<file path="src/rtl/csa_seq_ctrl_pkg.sv">
// Shared definitions for the sequential carry-select adder controller.
// Used by csa_seq_ctrl and csa_slice; the CSA_OVF_EN feature is handled in those files.
package csa_seq_ctrl_pkg;

    typedef enum logic [1:0] {
        IDLE = 2'd0,
        RUN  = 2'd1,
        DONE = 2'd2
    } state_t;

    localparam int DEFAULT_WIDTH = 32;
    localparam int DEFAULT_SEG   = 8;

    // Segment counter width; never below one bit.
    function automatic int cnt_width(input int nseg);
        return (nseg <= 2) ? 1 : $clog2(nseg);
    endfunction

endpackage

</file>
<file path="src/rtl/csa_slice.sv">
// Combinational SEG-bit carry-select slice: two ripple adders (carry-in 0 and 1) and a mux bank.
// With CSA_OVF_EN defined it also exports the carry into the MSB of the selected hypothesis.
module csa_slice
    import csa_seq_ctrl_pkg::*;
#(
    parameter int SEG = DEFAULT_SEG
) (
    input  logic [SEG-1:0] a,
    input  logic [SEG-1:0] b,
    input  logic           sel,
    output logic [SEG-1:0] sum,
    output logic           cout
`ifdef CSA_OVF_EN
    , output logic         msb_cin
`endif
);

    logic [SEG:0]   c0;
    logic [SEG:0]   c1;
    logic [SEG-1:0] s0;
    logic [SEG-1:0] s1;

    assign c0[0] = 1'b0;
    assign c1[0] = 1'b1;

    for (genvar gi = 0; gi < SEG; gi++) begin : g_bit
        assign s0[gi]    = a[gi] ^ b[gi] ^ c0[gi];
        assign c0[gi+1]  = (a[gi] & b[gi]) | (c0[gi] & (a[gi] ^ b[gi]));
        assign s1[gi]    = a[gi] ^ b[gi] ^ c1[gi];
        assign c1[gi+1]  = (a[gi] & b[gi]) | (c1[gi] & (a[gi] ^ b[gi]));
        assign sum[gi]   = sel ? s1[gi] : s0[gi];
    end

    assign cout = sel ? c1[SEG] : c0[SEG];

`ifdef CSA_OVF_EN
    assign msb_cin = sel ? c1[SEG-1] : c0[SEG-1];
`endif

endmodule

</file>
<file path="src/rtl/csa_seq_ctrl.sv">
// Sequential carry-select adder: WIDTH-bit add over WIDTH/SEG cycles through one shared slice.
// Define CSA_OVF_EN to add the registered signed-overflow output ovf.
module csa_seq_ctrl
    import csa_seq_ctrl_pkg::*;
#(
    parameter int WIDTH = DEFAULT_WIDTH,
    parameter int SEG   = DEFAULT_SEG
) (
    input  logic             clk,
    input  logic             rst,
    input  logic             start,
    input  logic [WIDTH-1:0] a,
    input  logic [WIDTH-1:0] b,
    input  logic             cin,
    output logic             ready,
    output logic             busy,
    output logic             done,
    output logic [WIDTH-1:0] sum,
    output logic             cout
`ifdef CSA_OVF_EN
    , output logic           ovf
`endif
);

    localparam int NSEG = WIDTH / SEG;
    localparam int CW   = cnt_width(NSEG);
    localparam logic [CW-1:0] LAST = CW'(NSEG - 1);

    state_t           state_reg, state_next;
    logic [WIDTH-1:0] a_reg, b_reg, sum_reg;
    logic             carry_reg;
    logic [CW-1:0]    cnt_reg;
    logic [SEG-1:0]   slice_sum;
    logic             slice_cout;
`ifdef CSA_OVF_EN
    logic             slice_msb_cin;
    logic             ovf_reg;
`endif

    csa_slice #(.SEG(SEG)) u_slice (
        .a    (a_reg[SEG-1:0]),
        .b    (b_reg[SEG-1:0]),
        .sel  (carry_reg),
        .sum  (slice_sum),
        .cout (slice_cout)
`ifdef CSA_OVF_EN
        , .msb_cin (slice_msb_cin)
`endif
    );

    always_ff @(posedge clk or posedge rst) begin
        if (rst) begin
            state_reg <= IDLE;
        end else begin
            state_reg <= state_next;
        end
    end

    always_comb begin
        state_next = state_reg;
        ready      = 1'b0;
        busy       = 1'b0;
        done       = 1'b0;
        case (state_reg)
            IDLE: begin
                ready = 1'b1;
                if (start) state_next = RUN;
            end
            RUN: begin
                busy = 1'b1;
                if (cnt_reg == LAST) state_next = DONE;
            end
            DONE: begin
                done       = 1'b1;
                state_next = IDLE;
            end
            default: state_next = IDLE;
        endcase
    end

    always_ff @(posedge clk or posedge rst) begin
        if (rst) begin
            a_reg     <= '0;
            b_reg     <= '0;
            sum_reg   <= '0;
            carry_reg <= 1'b0;
            cnt_reg   <= '0;
`ifdef CSA_OVF_EN
            ovf_reg   <= 1'b0;
`endif
        end else if (state_reg == IDLE && start) begin
            a_reg     <= a;
            b_reg     <= b;
            sum_reg   <= '0;
            carry_reg <= cin;
            cnt_reg   <= '0;
`ifdef CSA_OVF_EN
            ovf_reg   <= 1'b0;
`endif
        end else if (state_reg == RUN) begin
            // Result segments enter at the top so the LSB segment ends at bit 0.
            sum_reg   <= {slice_sum, sum_reg[WIDTH-1:SEG]};
            a_reg     <= a_reg >> SEG;
            b_reg     <= b_reg >> SEG;
            carry_reg <= slice_cout;
            if (cnt_reg != LAST) begin
                cnt_reg <= cnt_reg + 1'b1;
            end
`ifdef CSA_OVF_EN
            if (cnt_reg == LAST) begin
                ovf_reg <= slice_msb_cin ^ slice_cout;
            end
`endif
        end
    end

    assign sum  = sum_reg;
    assign cout = carry_reg;
`ifdef CSA_OVF_EN
    assign ovf  = ovf_reg;
`endif

endmodule

</file>
<file path="config.mk">
export PLATFORM = sky130hd
export DESIGN_NAME = csa_seq_ctrl
export DESIGN_NICKNAME = d
export VERILOG_FILES = /design/src/rtl/csa_seq_ctrl_pkg.sv /design/src/rtl/csa_slice.sv /design/src/rtl/csa_seq_ctrl.sv
export SDC_FILE = /design/constraint.sdc
export NUM_CORES = 1
export LEC_CHECK = 0
export ABC_AREA = 1
export ABC_CLOCK_PERIOD_IN_PS = 4650
export CAP_MARGIN = 20
export CORE_MARGIN = 4
export CORE_UTILIZATION = 37
export CTS_BUF_LIST = sky130_fd_sc_hd__clkbuf_4 sky130_fd_sc_hd__clkbuf_8 sky130_fd_sc_hd__clkbuf_16
export CTS_CLUSTER_DIAMETER = 30
export DETAILED_ROUTE_END_ITERATION = 8
export PLACE_DENSITY = 0.6
export SLEW_MARGIN = 40
export SYNTH_ARGS = -nofsm -noshare
export SYNTH_HDL_FRONTEND = slang
export SYNTH_SLANG_ARGS = --single-unit
</file>
<file path="constraint.sdc">
create_clock -name clk -period 4.65 [get_ports clk]
set_input_delay 0.93 -clock clk [delete_from_list [all_inputs] [get_ports clk]]
set_output_delay 0.93 -clock clk [all_outputs]
set_load 0.03 [all_outputs]
</file>
# Word-level counts from Yosys, hierarchy flattened
# Index checks and enable logic that the tools add are counted.
[totals]
output_inout_bits = 36
word_cells = 105
inputBits = 68
reg_bits = 101
[classes]
n_mux = 26
bitwise_logic = 60
reduce_logical = 6
addsub = 1
n_eq_ne = 6
[ops]
columns = ["cell", "n"]
rows = [
  ["2-to-1 mux 32 bit", 6],
  ["AND 1 bit", 22],
  ["XOR 1 bit", 22],
  ["OR 1 bit", 15],
  ["2-to-1 mux 1 bit", 14],
  ["2-to-1 mux 2 bit", 5],
  ["inequality test 2 bit, second input constant", 3],
  ["== test 2 bit, second input constant", 2],
  ["one-hot mux 2 bit (2 select lines)", 1],
  ["AND reduction 2 bit", 2],
  ["nonzero test 2 bit", 2],
  ["adder 2 x 1 -> 2 bit, second input constant", 1],
  ["== test 2 x 1 -> 1 bit, second input constant", 1],
  ["logical NOT 2 bit", 1],
  ["logical AND 1 bit", 1],
  ["inverter 1 bit", 1],
]

# Longest topological paths before layout
# Gate-level depths: netlist of the first run.
[logic_depth]
word_depth = 19
depth_mapped = 16
mapped_depth_nobuf = 16

# Cells and area by module
# Synthesis of the first run repeated with hierarchy kept, for this count alone.
[unflattened]
hier_cells = 530
hier_area_um2 = 4468.0
[by_module_without_submodules]
columns = ["module", "n_inst", "seq_area_each_um2", "area_each_um2", "cells_per_inst"]
rows = [
  ["csa_seq_ctrl", 1, 2527.4, 4201.5, 494],
  ["csa_slice", 1, 0.0, 266.5, 36],
]

# Worst setup path after synthesis of the first run
# OpenSTA, ideal clock, no wires.
[synth_timing]
path_type = "register to register"
start = "reg a_reg[0]"
end = "reg sum_reg[31] (netlist: sum[31])"
setup_slack_ns = 1.357
t_arrival_ns = 3.166
stages_incl_launch_ff = 15
t_required_ns = 4.524
path_buffers = 0
setup_time_ns = 0.126
period_less_slack_ns = 3.293
cell_sequence = "dfrtp_1 inv_1 ha_1 nand2_1 o21ai_0 fa_1 fa_1 fa_1 fa_1 inv_1 fa_1 fa_1 inv_1 fa_1 o21ai_0"
[synth_via]
elab_chain_len = 18
elab_cells_between_ends = 32
cone_classes = "mux (3); bitwise (29)"
[synth_rtl]
columns = ["item", "line_no", "rtl"]
rows = [
  ["start: declaration", "csa_seq_ctrl.sv:30", "logic [WIDTH-1:0] a_reg, b_reg, sum_reg;"],
  ["start signal: assignment", "csa_seq_ctrl.sv:103", "a_reg <= a_reg >> SEG;"],
  ["AND 1 bit / XOR 1 bit (equally long branches)", "n/a", ""],
  ["OR 1 bit", "csa_slice.sv:30", "assign c1[gi+1] = (a[gi] & b[gi]) | (c1[gi] & (a[gi] ^ b[gi]));"],
  ["AND 1 bit", "csa_slice.sv:30", ""],
  ["OR 1 bit", "csa_slice.sv:30", ""],
  ["AND 1 bit", "csa_slice.sv:30", ""],
  ["OR 1 bit", "csa_slice.sv:30", ""],
  ["AND 1 bit", "csa_slice.sv:30", ""],
  ["OR 1 bit", "csa_slice.sv:30", ""],
  ["[2 not listed]", "n/a", ""],
  ["AND 1 bit", "csa_slice.sv:30", ""],
  ["OR 1 bit", "csa_slice.sv:30", ""],
  ["AND 1 bit", "csa_slice.sv:30", ""],
  ["OR 1 bit", "csa_slice.sv:30", ""],
  ["XOR 1 bit", "csa_slice.sv:29", "assign s1[gi] = a[gi] ^ b[gi] ^ c1[gi];"],
  ["2-to-1 mux 1 bit *", "csa_slice.sv:31", "assign sum[gi] = sel ? s1[gi] : s0[gi];"],
  ["2-to-1 mux 32 bit *", "csa_seq_ctrl.sv:100", "end else if (state_reg == RUN) begin"],
  ["2-to-1 mux 32 bit *", "csa_seq_ctrl.sv:91", "end else if (state_reg == IDLE && start) begin"],
  ["end signal: assignment", "csa_seq_ctrl.sv:102", "sum_reg <= {slice_sum, sum_reg[WIDTH-1:SEG]};"],
  ["end: declaration", "csa_seq_ctrl.sv:30", ""],
]
# Mark *: on every way between the ends. The rest lies on a longest branch, timed or not. The select of a mux whose other input is x is not followed.
# A chain may end at the register's enable or synchronous reset.

# Final worst setup path of the first run
# Ends and elaborated chain as after synthesis.

==> results of run 1 <==
[placed cells by master (no fill, tap or decap), drive strengths merged]
master	n
buf	8
nor2	3
bufinv	1
nand3	118
clkinv	5
xor2	1
o21ai	7
clkdlybuf4s50	102
fa	7
ha	3
nand2	238
nand3b	1
clkbuf	10
dfrtp	101
inv	27
[worst paths after layout]
check                                  to  slack, ps      from  depth (start not counted)
worst max-delay path              sum[31]       1190  a_reg[0]                         14
worst min-delay path               sum[4]        470    sum[4]                          2
worst max register to register    sum[31]       1190  a_reg[0]                         14
worst min register to register     sum[4]        470    sum[4]                          2
max in group asynchronous       b_reg[14]       2910       rst                          3
min in group asynchronous          sum[2]       1050       rst                          2
[critical path, delay by kind of cell, from the launching register on]
kind            cells  cell delay (ps)
compound gates      2              180
fa+ha+maj           8             2550
buf+inv             3              180
flops               1              370
simple gates        1               60
[kinds of logic (layout without fill, tap and decap cells)]
kind of cell               Yosys count  count (layout)  synth area share, %
DFF                                101             101                55.89
buffers and inverters               61             153                5.894
and+or+nand+nor                    360             360                33.23
AOI/OAI and AO/OA                    7               7               0.8578
xor gates and xnor gates             1               1               0.1937
adders and majority gates           10              10                3.929
[final cells by class]
type,count,area share (%)
sequential,101,42.54
clock inverter,6,1.053
multi-input combinational,378,29.34
tap,147,3.096
clock buffer,10,4.023
timing repair buffer,110,18.15
inverter,27,1.790
[cells in the mapped netlist, types with 3 or more instances]
master    number
buf_4          5
inv_1         26
buf_2         15
o21ai_0        6
nor2_1         3
nand2_1      238
fa_1           7
nand3_1      118
dfrtp_1      101
ha_1           3
buf_1          3
clkbuf_1      11
[power breakdown]
part / switching [uW] / internal, uW
Sequential: 241 / 1240
Clock: 319 / 431
Combinational: 1070 / 634
Total: 1630 / 2310
[through the flow]
stage | hold slack [ps] | utilization (%) | total power, uW | setup WS, ps | std cells
floorplan | 442.2 | - | 2637 | 1073 | 540
finish | 469.5 | 49.46 | 3933 | 1193 | 779
detailed placement | 458.7 | 46.93 | 3232 | 1186 | 763
global route | 487.7 | 49.46 | 4258 | 992.5 | 779
global placement | 453.7 | 46.93 | 3191 | 1286 | 763
CTS | 475.4 | 49.44 | 3987 | 1180 | 779
[layer usage]
layer  up-vias  track usage (%)  routed length (um)
met2        97            23.62                4771
met3         9            4.785                 667
met4         0            3.476                 100
met5         -                0                   0
li1       1887                -                   -
met1      1744            21.07                4720
==> impl_metrics.sql, run 1 <==
INSERT INTO impl_metrics (metric_group, metric, value, unit) VALUES
('critical_path', 'critical_path.slowest_cell', 'fa_1', ''),
('sta', 'setup_viol_count_final', '0', ''),
('critical_path', 'path_max_fanout', '3', ''),
('critical_path', 'worstPathRequired', '4870', 'ps'),
('place', 'count_of_buffers_inserted_at_the_top_level_ports', '103', ''),
('sta', 'maxSlewHeadroom', '51.97', '%'),
('detailed_routing', 'drc_errors', '0', ''),
('sta', 'drv_slew', '0', ''),
('detailed_routing', 'avgViaCountPerCell', '4.797', ''),
('power', 'cellPowerDensity', '662.0', 'mW/mm^2'),
('grt', 'grt_first_pass_wirelength', '17550', 'um'),
('sta', 'timing_hold_violations_final', '0', ''),
('cts', 'clock_tree.buffer_depth', '2', ''),
('logic_synthesis', 'post_synthesis_sequential_area_ratio', '55.89', '%'),
('logic_synthesis', 'synth_top_area_cell', 'dfrtp_1', ''),
('critical_path', 'setup.worst_path.end_class', 'register', ''),
('grt', 'first_global_vias', '3584', ''),
('logic_synthesis', 'post-synth-top-area-fraction', '55.89', '%'),
('critical_path', 'worst_setup_path_start_kind', 'register', ''),
('worst_hold_path', 'worst_hold_class', 'register to register', ''),
('cells_and_area', 'drive_above_1_share', '4.430', '%'),
('outcome', 'status', 'finished, final reports clean', ''),
('cts', 'postCtsResizedCells', '0', ''),
('logic_synthesis', 'ys_flop_type', 'dfrtp_1', ''),
('cells_and_area', 'finish.instance_area', '0.005941', 'mm^2'),
('detailed_routing', 'drt-wirelength-per-cell', '13.17', 'um'),
('grt', 'number_of_antenna_violations_at_the_first_check_in_global_routing', '0', ''),
('floorplanning', 'core_area', '0.01201', 'mm^2'),
('cts', 'cts.reportedPaths.clkPinSlew', '60', 'ps'),
('cts', 'hold_buffers', '0', ''),
('logic_synthesis', 'yosysUniqueCellTypes', '16', ''),
('grt', 'grt.total_usage', '15.26', '%'),
('detailed_routing', 'postRouteWirelength', '10260', 'um'),
('power', 'leakagePower', '0.002942', 'uW'),
('logic_synthesis', 'yosys_warnings', '0', ''),
('power', 'max_vdd_drop', '288.8', 'uV'),
('critical_path', 'crit_path_cells', 'inv_1, ha_1, nand2_1, o21ai_0, fa_1, fa_1, fa_1, fa_1, inv_1, fa_1, fa_1, inv_1, fa_1, o21ai_0', ''),
('logic_synthesis', 'ys_top_cells_by_area', 'dfrtp_1, nand2_1, nand3_1', ''),
('floorplanning', 'fp.dieW', '118.6', 'um'),
('cells_and_area', 'seq_area', '0.002527', 'mm^2'),
('critical_path', 'crit_type', 'register to register', ''),
('floorplanning', 'start_util', '37.65', '%'),
('cts', 'numClockSinks', '101', ''),
('detailed_routing', 'dr_vias', '3737', ''),
('cells_and_area', 'final_net_count', '705', ''),
('cts', 'htreeDepth', '3', ''),
('sta', 'post-route-min-period', '3457', 'ps'),
('sta', 'timing.clock.skew', '5.729', 'ps'),
('floorplanning', 'placementRows', '40', ''),
('grt', 'overflow', '0', ''),
('logic_synthesis', 'asyncSetResetFlopFracSynth', '100.0', '%'),
('logic_synthesis', 'yosys_register_bits', '101', ''),
('cells_and_area', 'fill_cells', '1209', ''),
('floorplanning', 'die_area', '0.01405', 'mm^2'),
('detailed_routing', 'final_antenna_net_count', '0', ''),
('sta', 'final.setup.tns', '0', 'ps'),
('logic_synthesis', 'post_synth_edffs', '0', ''),
('critical_path', 'timing.critical_path.arrival', '3670', 'ps'),
('flow_run', 'drv.max_cap_violation_count', '0', ''),
('critical_path', 'worst_path_most_repeated_cell', 'fa_1', ''),
('cells_and_area', 'flow.area_growth_from_synthesis', '31.38', '%'),
('cells_and_area', 'num_antenna_cells', '0', ''),
('detailed_routing', 'drt_iter0_markers', '269', ''),
('cts', 'post_cts_buffers', '0', ''),
('place', 'placement.cell_area', '0.005637', 'mm^2'),
('detailed_routing', 'detail_route.first_pass.iterations', '4', ''),
('sta', 'final_min_period_over_clock_period', '74.34', '%'),
('floorplanning', 'num_io_pins', '104', ''),
('place', 'place.gp.congestion', '0.7861', ''),
('logic_synthesis', 'synth.net_count', '618', ''),
('logic_synthesis', 'postSynthAreaPerCell', '8.374', 'um^2');
(Power assumes the default switching activity.)
==> inputs of run 2 (changes only) <==
--- a/config.mk
+++ b/config.mk
@@ -6,14 +6,14 @@
 export NUM_CORES = 1
 export LEC_CHECK = 0
 export ABC_AREA = 1
-export ABC_CLOCK_PERIOD_IN_PS = 4650
+export ABC_CLOCK_PERIOD_IN_PS = 3150
 export CAP_MARGIN = 20
 export CORE_MARGIN = 4
 export CORE_UTILIZATION = 37
 export CTS_BUF_LIST = sky130_fd_sc_hd__clkbuf_4 sky130_fd_sc_hd__clkbuf_8 sky130_fd_sc_hd__clkbuf_16
 export CTS_CLUSTER_DIAMETER = 30
 export DETAILED_ROUTE_END_ITERATION = 8
-export PLACE_DENSITY = 0.6
+export PLACE_DENSITY = 0.62
 export SLEW_MARGIN = 40
 export SYNTH_ARGS = -nofsm -noshare
 export SYNTH_HDL_FRONTEND = slang
==> constraint.sdc (replaced) <==
create_clock -name clk -period 3.15 [get_ports clk]
set_input_delay 0.63 -clock clk [delete_from_list [all_inputs] [get_ports clk]]
set_output_delay 0.63 -clock clk [all_outputs]
set_load 0.03 [all_outputs]
==> run 2 against run 1 <==
  * The flow now finishes with violations (setup timing)
  * First-iteration DRC count fell by 19%
  * Routed wire length is 3.5% higher
  * Power up 52%
  * Critical path type unchanged
  * Largest power group unchanged
==> impl_metrics.sql, run 2 (synthesis results as in run 1) <==
INSERT INTO impl_metrics (metric_group, metric, value, unit) VALUES
('place', 'placement.cell_area', '0.005708', 'mm^2'),
('outcome', 'violated_checks', 'setup timing', ''),
('floorplanning', 'start_util', '37.65', '%'),
('cells_and_area', 'mostFrequentLayoutCell', 'nand2_1', ''),
('sta', 'worstMarginPinSlew', '743.1', 'ps'),
('place', 'dpl.hpwl', '7365', 'um'),
('sta', 'final_min_period_over_clock_period', '104.1', '%'),
('power', 'combPwrFrac', '44.4', '%'),
('detailed_routing', 'detail_route.first_pass.iterations', '5', ''),
('cells_and_area', 'multi_input_area', '0.001772', 'mm^2'),
('sta', 'post-route-worst-setup-slack', '-129.9', 'ps'),
('power', 'cellPowerDensity', '987.0', 'mW/mm^2'),
('sta', 'grt_setup_unrepaired', 'true', ''),
('place', 'count_of_buffers_inserted_at_the_top_level_ports', '103', ''),
('sta', 'holdWs', '470.4', 'ps'),
('grt', 'first_global_vias', '3839', ''),
('outcome', 'status', 'complete, but fails checks', ''),
('power', 'leakagePower', '0.002963', 'uW'),
('power', 'seq_power_share', '36.6', '%'),
('cells_and_area', 'seq_area', '0.002527', 'mm^2'),
('power', 'clock_power_share', '19.0', '%'),
('floorplanning', 'core_area', '0.01201', 'mm^2'),
('sta', 'timing_hold_violations_final', '0', ''),
('critical_path', 'worst_path_most_repeated_cell', 'fa_2', ''),
('power', 'p_sw_share', '41.64', '%'),
('grt', 'grt.total_usage', '15.75', '%'),
('cts', 'htreeDepth', '3', ''),
('detailed_routing', 'postRouteWirelength', '10610', 'um'),
('sta', 'drv_slew', '0', ''),
('worst_hold_path', 'worst_hold_class', 'register to register', ''),
('sta', 'fmax', '0.3049', 'GHz'),
('place', 'place.gp.congestion', '0.8171', ''),
('cells_and_area', 'final_util', '50.41', '%'),
('critical_path', 'crit_type', 'register to register', ''),
('sta', 'post-route-min-period', '3280', 'ps'),
('floorplanning', 'die_area', '0.01405', 'mm^2'),
('power', 'totalPowerFinal', '5976', 'uW'),
('flow_run', 'drv.max_cap_violation_count', '0', ''),
('grt', 'grt_first_pass_wirelength', '18230', 'um'),
('power', 'switching_power', '2488', 'uW'),
('cells_and_area', 'flow.area_growth_from_synthesis', '33.90', '%'),
('critical_path', 'timing.critical_path.arrival', '3500', 'ps'),
('cells_and_area', 'layout.cells.most_common_list', 'nand2_1, nand3_1, dfrtp_1, clkdlybuf4s50_1, inv_1', ''),
('floorplanning', 'chipHeight', '118.6', 'um'),
('sta', 'maxSlewHeadroom', '50.27', '%'),
('cells_and_area', 'drive_above_1_share', '7.680', '%'),
('floorplanning', 'placementRows', '40', ''),
('detailed_routing', 'drt_iter0_markers', '219', ''),
('cts', 'cts.reportedPaths.clkPinSlew', '70', 'ps'),
('sta', 'setup_viol_count_final', '2', ''),
('cells_and_area', 'num_antenna_cells', '0', ''),
('cts', 'cts_tree', 'yes', ''),
('place', 'place_ws', '-273.9', 'ps'),
('floorplanning', 'num_io_pins', '104', ''),
('detailed_routing', 'final_antenna_net_count', '0', ''),
('critical_path', 'path_max_fanout', '3', ''),
('critical_path', 'worstPathRequired', '3370', 'ps'),
('detailed_routing', 'drc_errors', '0', ''),
('detailed_routing', 'dr_vias', '3742', ''),
('cells_and_area', 'finish.instance_area', '0.006055', 'mm^2'),
('detailed_routing', 'drt-wirelength-per-cell', '13.52', 'um'),
('power', 'internal_power', '3487', 'uW'),
('cts', 'cts_made_buffers', '9', ''),
('floorplanning', 'fp.dieW', '118.6', 'um'),
('grt', 'maximum_number_of_pins_on_one_net_before_global_route_repair', '71', ''),
('critical_path', 'setup.worst_path.end_class', 'register', ''),
('cts', 'cts_root_buffer', 'clkbuf_16', ''),
('cts', 'worst_skew_pair.late_latency', '340', 'ps'),
('critical_path', 'critical_path.slowest_cell', 'fa_2', ''),
('power', 'max_vdd_drop', '544.6', 'uV'),
('sta', 'timing.clock.skew', '11.04', 'ps'),
('critical_path', 'worst_setup_path_start_kind', 'register', ''),
('critical_path', 'crit_path_cells', 'inv_1, ha_2, nand2_2, o21ai_2, fa_2, fa_2, fa_2, fa_2, inv_2, fa_2, fa_2, inv_2, fa_2, o21ai_1', ''),
('cells_and_area', 'fill_cells', '1173', ''),
('grt', 'overflow', '0', ''),
('cts', 'clock_tree.buffer_depth', '2', ''),
('cts', 'numClockSinks', '101', ''),
('grt', 'number_of_antenna_violations_at_the_first_check_in_global_routing', '1', ''),
('detailed_routing', 'avgViaCountPerCell', '4.767', ''),
('cells_and_area', 'final_net_count', '711', ''),
('critical_path', 'timing.critical_path.slowest_cell_delay', '510', 'ps');
## run 2: worst paths after layout
path	slack [ps]	cells past startpoint	end	startpoint
min	470	2	sum[1]	sum[1]
max	-130	14	sum[31]	b_reg[0]
min reg2reg	470	2	sum[1]	sum[1]
max in group asynchronous	1660	3	b_reg[9]	rst
max reg2reg	-130	14	sum[31]	b_reg[0]
min in group asynchronous	740	2	sum[10]	rst
## run 2: worst max-delay path: cells and delay by family, from the launching register on
kind | cells | cell delay (ps)
adders and majority gates | 8 | 2460
DFF | 1 | 370
buffers and inverters | 3 | 160
AOI/OAI and AO/OA | 2 | 120
and+or+nand+nor | 1 | 60
## run 2: timing repair
item                                    4_1_cts  5_1_grt
pin swaps                                     2        2
hold buffers                                  0        0
endpoints found under the setup margin        3        3
setup buffers                                 1        1
gates resized for setup                       5        9
## run 2: metrics by stage
step / cells / setup TNS [ps]
CTS: 784 / -228.0
finish: 785 / -161.0
floorplan: 540 / -69.29
global placement: 767 / -243.5
detailed placement: 767 / -547.2
global route: 785 / -397.4
## run 2: power by group through the flow
| stage | registers, uW | logic [uW] | clock network, uW |
|---|---|---|---|
| floorplan | 2490 | 1410 | 0 |
| global placement | 2190 | 2580 | 0 |
| detailed placement | 2210 | 2650 | 0 |
| CTS | 2190 | 2670 | 1160 |
| global route | 2260 | 2970 | 1210 |
| finish | 2190 | 2650 | 1130 |
## run 2: per-layer routing
| metal | wire length (um) | part of all wire [%] | GRT usage [%] |
|---|---|---|---|
| met1 | 4871 | 46 | 20.56 |
| met2 | 4905 | 46 | 25.51 |
| met4 | 222 | 2.1 | 6.010 |
| met3 | 600 | 5.7 | 3.636 |
| met5 | 13 | 0.12 | 0 |
## run 2: cell type report
class	instances	share of cell area [%]
clock buffer	9	3.720
clock inverter	7	1.364
inverter	27	1.736
multi-input combinational	378	29.26
sequential	101	41.74
tap	147	3.038
timing repair buffer	116	19.14
==> inputs of run 3 (changes only) <==
--- a/config.mk
+++ b/config.mk
@@ -6,14 +6,13 @@
 export NUM_CORES = 1
 export LEC_CHECK = 0
 export ABC_AREA = 1
-export ABC_CLOCK_PERIOD_IN_PS = 3150
-export CAP_MARGIN = 20
+export ABC_CLOCK_PERIOD_IN_PS = 4200
 export CORE_MARGIN = 4
 export CORE_UTILIZATION = 37
-export CTS_BUF_LIST = sky130_fd_sc_hd__clkbuf_4 sky130_fd_sc_hd__clkbuf_8 sky130_fd_sc_hd__clkbuf_16
+export CTS_BUF_LIST = sky130_fd_sc_hd__clkbuf_4
 export CTS_CLUSTER_DIAMETER = 30
 export DETAILED_ROUTE_END_ITERATION = 8
-export PLACE_DENSITY = 0.62
+export PLACE_DENSITY = 0.6
 export SLEW_MARGIN = 40
 export SYNTH_ARGS = -nofsm -noshare
 export SYNTH_HDL_FRONTEND = slang
==> constraint.sdc (replaced) <==
create_clock -name clk -period 4.2 [get_ports clk]
set_input_delay 0.84 -clock clk [delete_from_list [all_inputs] [get_ports clk]]
set_output_delay 0.84 -clock clk [all_outputs]
set_load 0.03 [all_outputs]
==> run 3 against run 2 <==
  * The flow now finishes without violations
  * Clock skew is 4.2 ps higher
  * Routed wire length is 2.6% lower
  * Die area unchanged
  * Sequential share of layout area rose by 1.6 points
  * Fmax is 4.3% lower
  * Worst hold slack improved by 16 ps
  * Power is 31% lower
  * Clock power decreased by 53%
  * Critical path type unchanged
  * Register-to-register slack improved by 900 ps
  * Critical endpoint unchanged
  * Largest power group unchanged
  * Via count decreased by 0.96%
  * Sequential power decreased by 25%
==> impl_metrics.sql, run 3 (synthesis results as in run 1) <==
INSERT INTO impl_metrics (metric_group, metric, value, unit) VALUES
('outcome', 'status', 'finished, final reports clean', ''),
('power', 'totalPowerFinal', '4107', 'uW'),
('critical_path', 'path_buf_inv', '3', ''),
('cts', 'worst_skew_pair.late_latency', '450', 'ps'),
('cells_and_area', 'finish.instance_area', '0.005836', 'mm^2'),
('cts', 'htreeDepth', '3', ''),
('grt', 'grt_first_pass_wirelength', '17540', 'um'),
('detailed_routing', 'avgViaCountPerCell', '4.751', ''),
('sta', 'final.setup.tns', '0', 'ps'),
('grt', 'maximum_number_of_pins_on_one_net_before_global_route_repair', '92', ''),
('place', 'dpl.hpwl', '7112', 'um'),
('sta', 'drv_slew', '0', ''),
('cts', 'clock_tree.buffer_depth', '2', ''),
('cts', 'numClockSinks', '101', ''),
('grt', 'number_of_antenna_violations_at_the_first_check_in_global_routing', '0', ''),
('cts', 'cts_root_buffer', 'clkbuf_4', ''),
('cells_and_area', 'mostFrequentLayoutCell', 'nand2_1', ''),
('sta', 'timing_hold_violations_final', '0', ''),
('cells_and_area', 'flow.area_growth_from_synthesis', '29.05', '%'),
('critical_path', 'worstPathRequired', '4530', 'ps'),
('worst_hold_path', 'min_delay_path_depth', '2', ''),
('critical_path', 'timing.critical_path.slowest_cell_delay', '460', 'ps'),
('sta', 'fmax', '0.2919', 'GHz'),
('floorplanning', 'placementRows', '40', ''),
('critical_path', 'timing.critical_path.arrival', '3760', 'ps'),
('sta', 'final_min_period_over_clock_period', '81.56', '%'),
('detailed_routing', 'drt-wirelength-per-cell', '13.26', 'um'),
('critical_path', 'worst_setup_path_start_kind', 'register', ''),
('power', 'max_vdd_drop', '242.3', 'uV'),
('flow_run', 'drv.max_cap_violation_count', '0', ''),
('floorplanning', 'fp.dieW', '118.6', 'um'),
('cells_and_area', 'drive_above_1_share', '4.423', '%'),
('cells_and_area', 'final_net_count', '706', ''),
('detailed_routing', 'dr_vias', '3706', ''),
('cts', 'postCtsResizedCells', '0', ''),
('sta', 'maxSlewHeadroom', '51.94', '%'),
('cells_and_area', 'layoutNonFillerInstCount', '780', ''),
('place', 'count_of_buffers_inserted_at_the_top_level_ports', '103', ''),
('sta', 'setup_viol_count_final', '0', ''),
('grt', 'overflow', '0', ''),
('power', 'leakagePower', '0.002890', 'uW'),
('critical_path', 'crit_path_cells', 'inv_1, ha_1, nand2_1, o21ai_0, fa_1, fa_1, fa_1, fa_1, inv_1, fa_1, fa_1, inv_1, fa_1, o21ai_0', ''),
('cts', 'cts_made_buffers', '9', ''),
('cts', 'cts_tree', 'yes', ''),
('critical_path', 'crit_type', 'register to register', ''),
('cells_and_area', 'layout.cells.most_common_list', 'nand2_1, nand3_1, clkdlybuf4s50_1, dfrtp_1, inv_1', ''),
('floorplanning', 'core_area', '0.01201', 'mm^2'),
('grt', 'grt.total_usage', '15.05', '%'),
('detailed_routing', 'drc_errors', '0', ''),
('cells_and_area', 'num_antenna_cells', '0', ''),
('detailed_routing', 'postRouteWirelength', '10340', 'um'),
('power', 'cellPowerDensity', '703.9', 'mW/mm^2'),
('critical_path', 'setup.worst_path.end_class', 'register', ''),
('sta', 'worstMarginPinSlew', '720.9', 'ps'),
('sta', 'grt_setup_unrepaired', 'false', ''),
('cts', 'hold_buffers', '0', ''),
('grt', 'first_global_vias', '3730', ''),
('cts', 'cts.reportedPaths.clkPinSlew', '150', 'ps'),
('critical_path', 'worst_path_most_repeated_cell', 'fa_1', ''),
('place', 'place.gp.congestion', '0.7904', ''),
('critical_path', 'path_max_fanout', '3', ''),
('place', 'placed_cells', '764', ''),
('detailed_routing', 'drt_iter0_markers', '181', ''),
('cells_and_area', 'fill_cells', '1239', ''),
('sta', 'timing.clock.skew', '15.27', 'ps'),
('worst_hold_path', 'worst_hold_class', 'register to register', ''),
('cts', 'post_cts_buffers', '0', ''),
('sta', 'post-route-min-period', '3426', 'ps'),
('detailed_routing', 'detail_route.first_pass.iterations', '6', ''),
('critical_path', 'worst_r2r_path_depth', '14', ''),
('critical_path', 'worst-path-stages', '14', ''),
('floorplanning', 'num_io_pins', '104', ''),
('detailed_routing', 'final_antenna_net_count', '0', ''),
('critical_path', 'critical_path.slowest_cell', 'fa_1', ''),
('floorplanning', 'start_util', '37.65', '%'),
('place', 'placement.cell_area', '0.005687', 'mm^2'),
('floorplanning', 'die_area', '0.01405', 'mm^2'),
('floorplanning', 'chipHeight', '118.6', 'um'),
('critical_path', 'timing.critical_path.max_delay_family', 'adder cells', '');
run 3: path summary, 6_finish.rpt:
check,startpoint,end,slack [ps]
setup / recovery,a_reg[0],sum[31],770
hold / removal,sum[3],sum[3],490
setup reg to reg,a_reg[0],sum[31],770
hold reg to reg,sum[3],sum[3],490
max in group asynchronous,rst,b_reg[24],2760
min in group asynchronous,rst,sum[10],840
run 3: area by class of cell:
class	instances	area [um^2]	share of cell area, %
Multi-Input combinational cell	378	1743	29.87
Tap cell	147	183.9	3.152
Inverter	27	108.9	1.865
Timing Repair Buffer	111	1126	19.30
Clock inverter	6	71.32	1.222
Sequential cell	101	2527	43.31
Clock buffer	10	75.07	1.286
run 3: routing by layer:
layer  vias up  wire length [um]  global-route usage, %  part of all wire (%)
met4         0               159                  5.358                   1.5
met2        96              4863                  24.62                    47
met1      1718              4816                  20.07                    47
li1       1880                 -                      -                     -
met5         -                 0                      0                     0
met3        12               502                  2.727                   4.9
run 3: tightest hold or removal path, cell delays in order (launching register included):
cell and delay, ps:
dfrtp_1 370, nand2_1 50, nand2_1 50
run 3: through the flow:
step | hold WS, ps | util [%] | worst slack [ps]
final | 486.3 | 48.58 | 774.3
after global routing | 503.8 | 48.58 | 600.6
after CTS | 492.2 | 48.56 | 772.0
after detailed placement | 457.3 | 47.34 | 786.3
after global placement | 453.0 | 46.97 | 837.8
after floorplan | 442.2 | - | 712.9
run 3: power breakdown:
group          leakage [uW]  switching [uW]  internal, uW
clock             0.0000805             331           195
sequential          0.00131             267          1370
combinational       0.00150            1200           744
total               0.00289            1800          2310
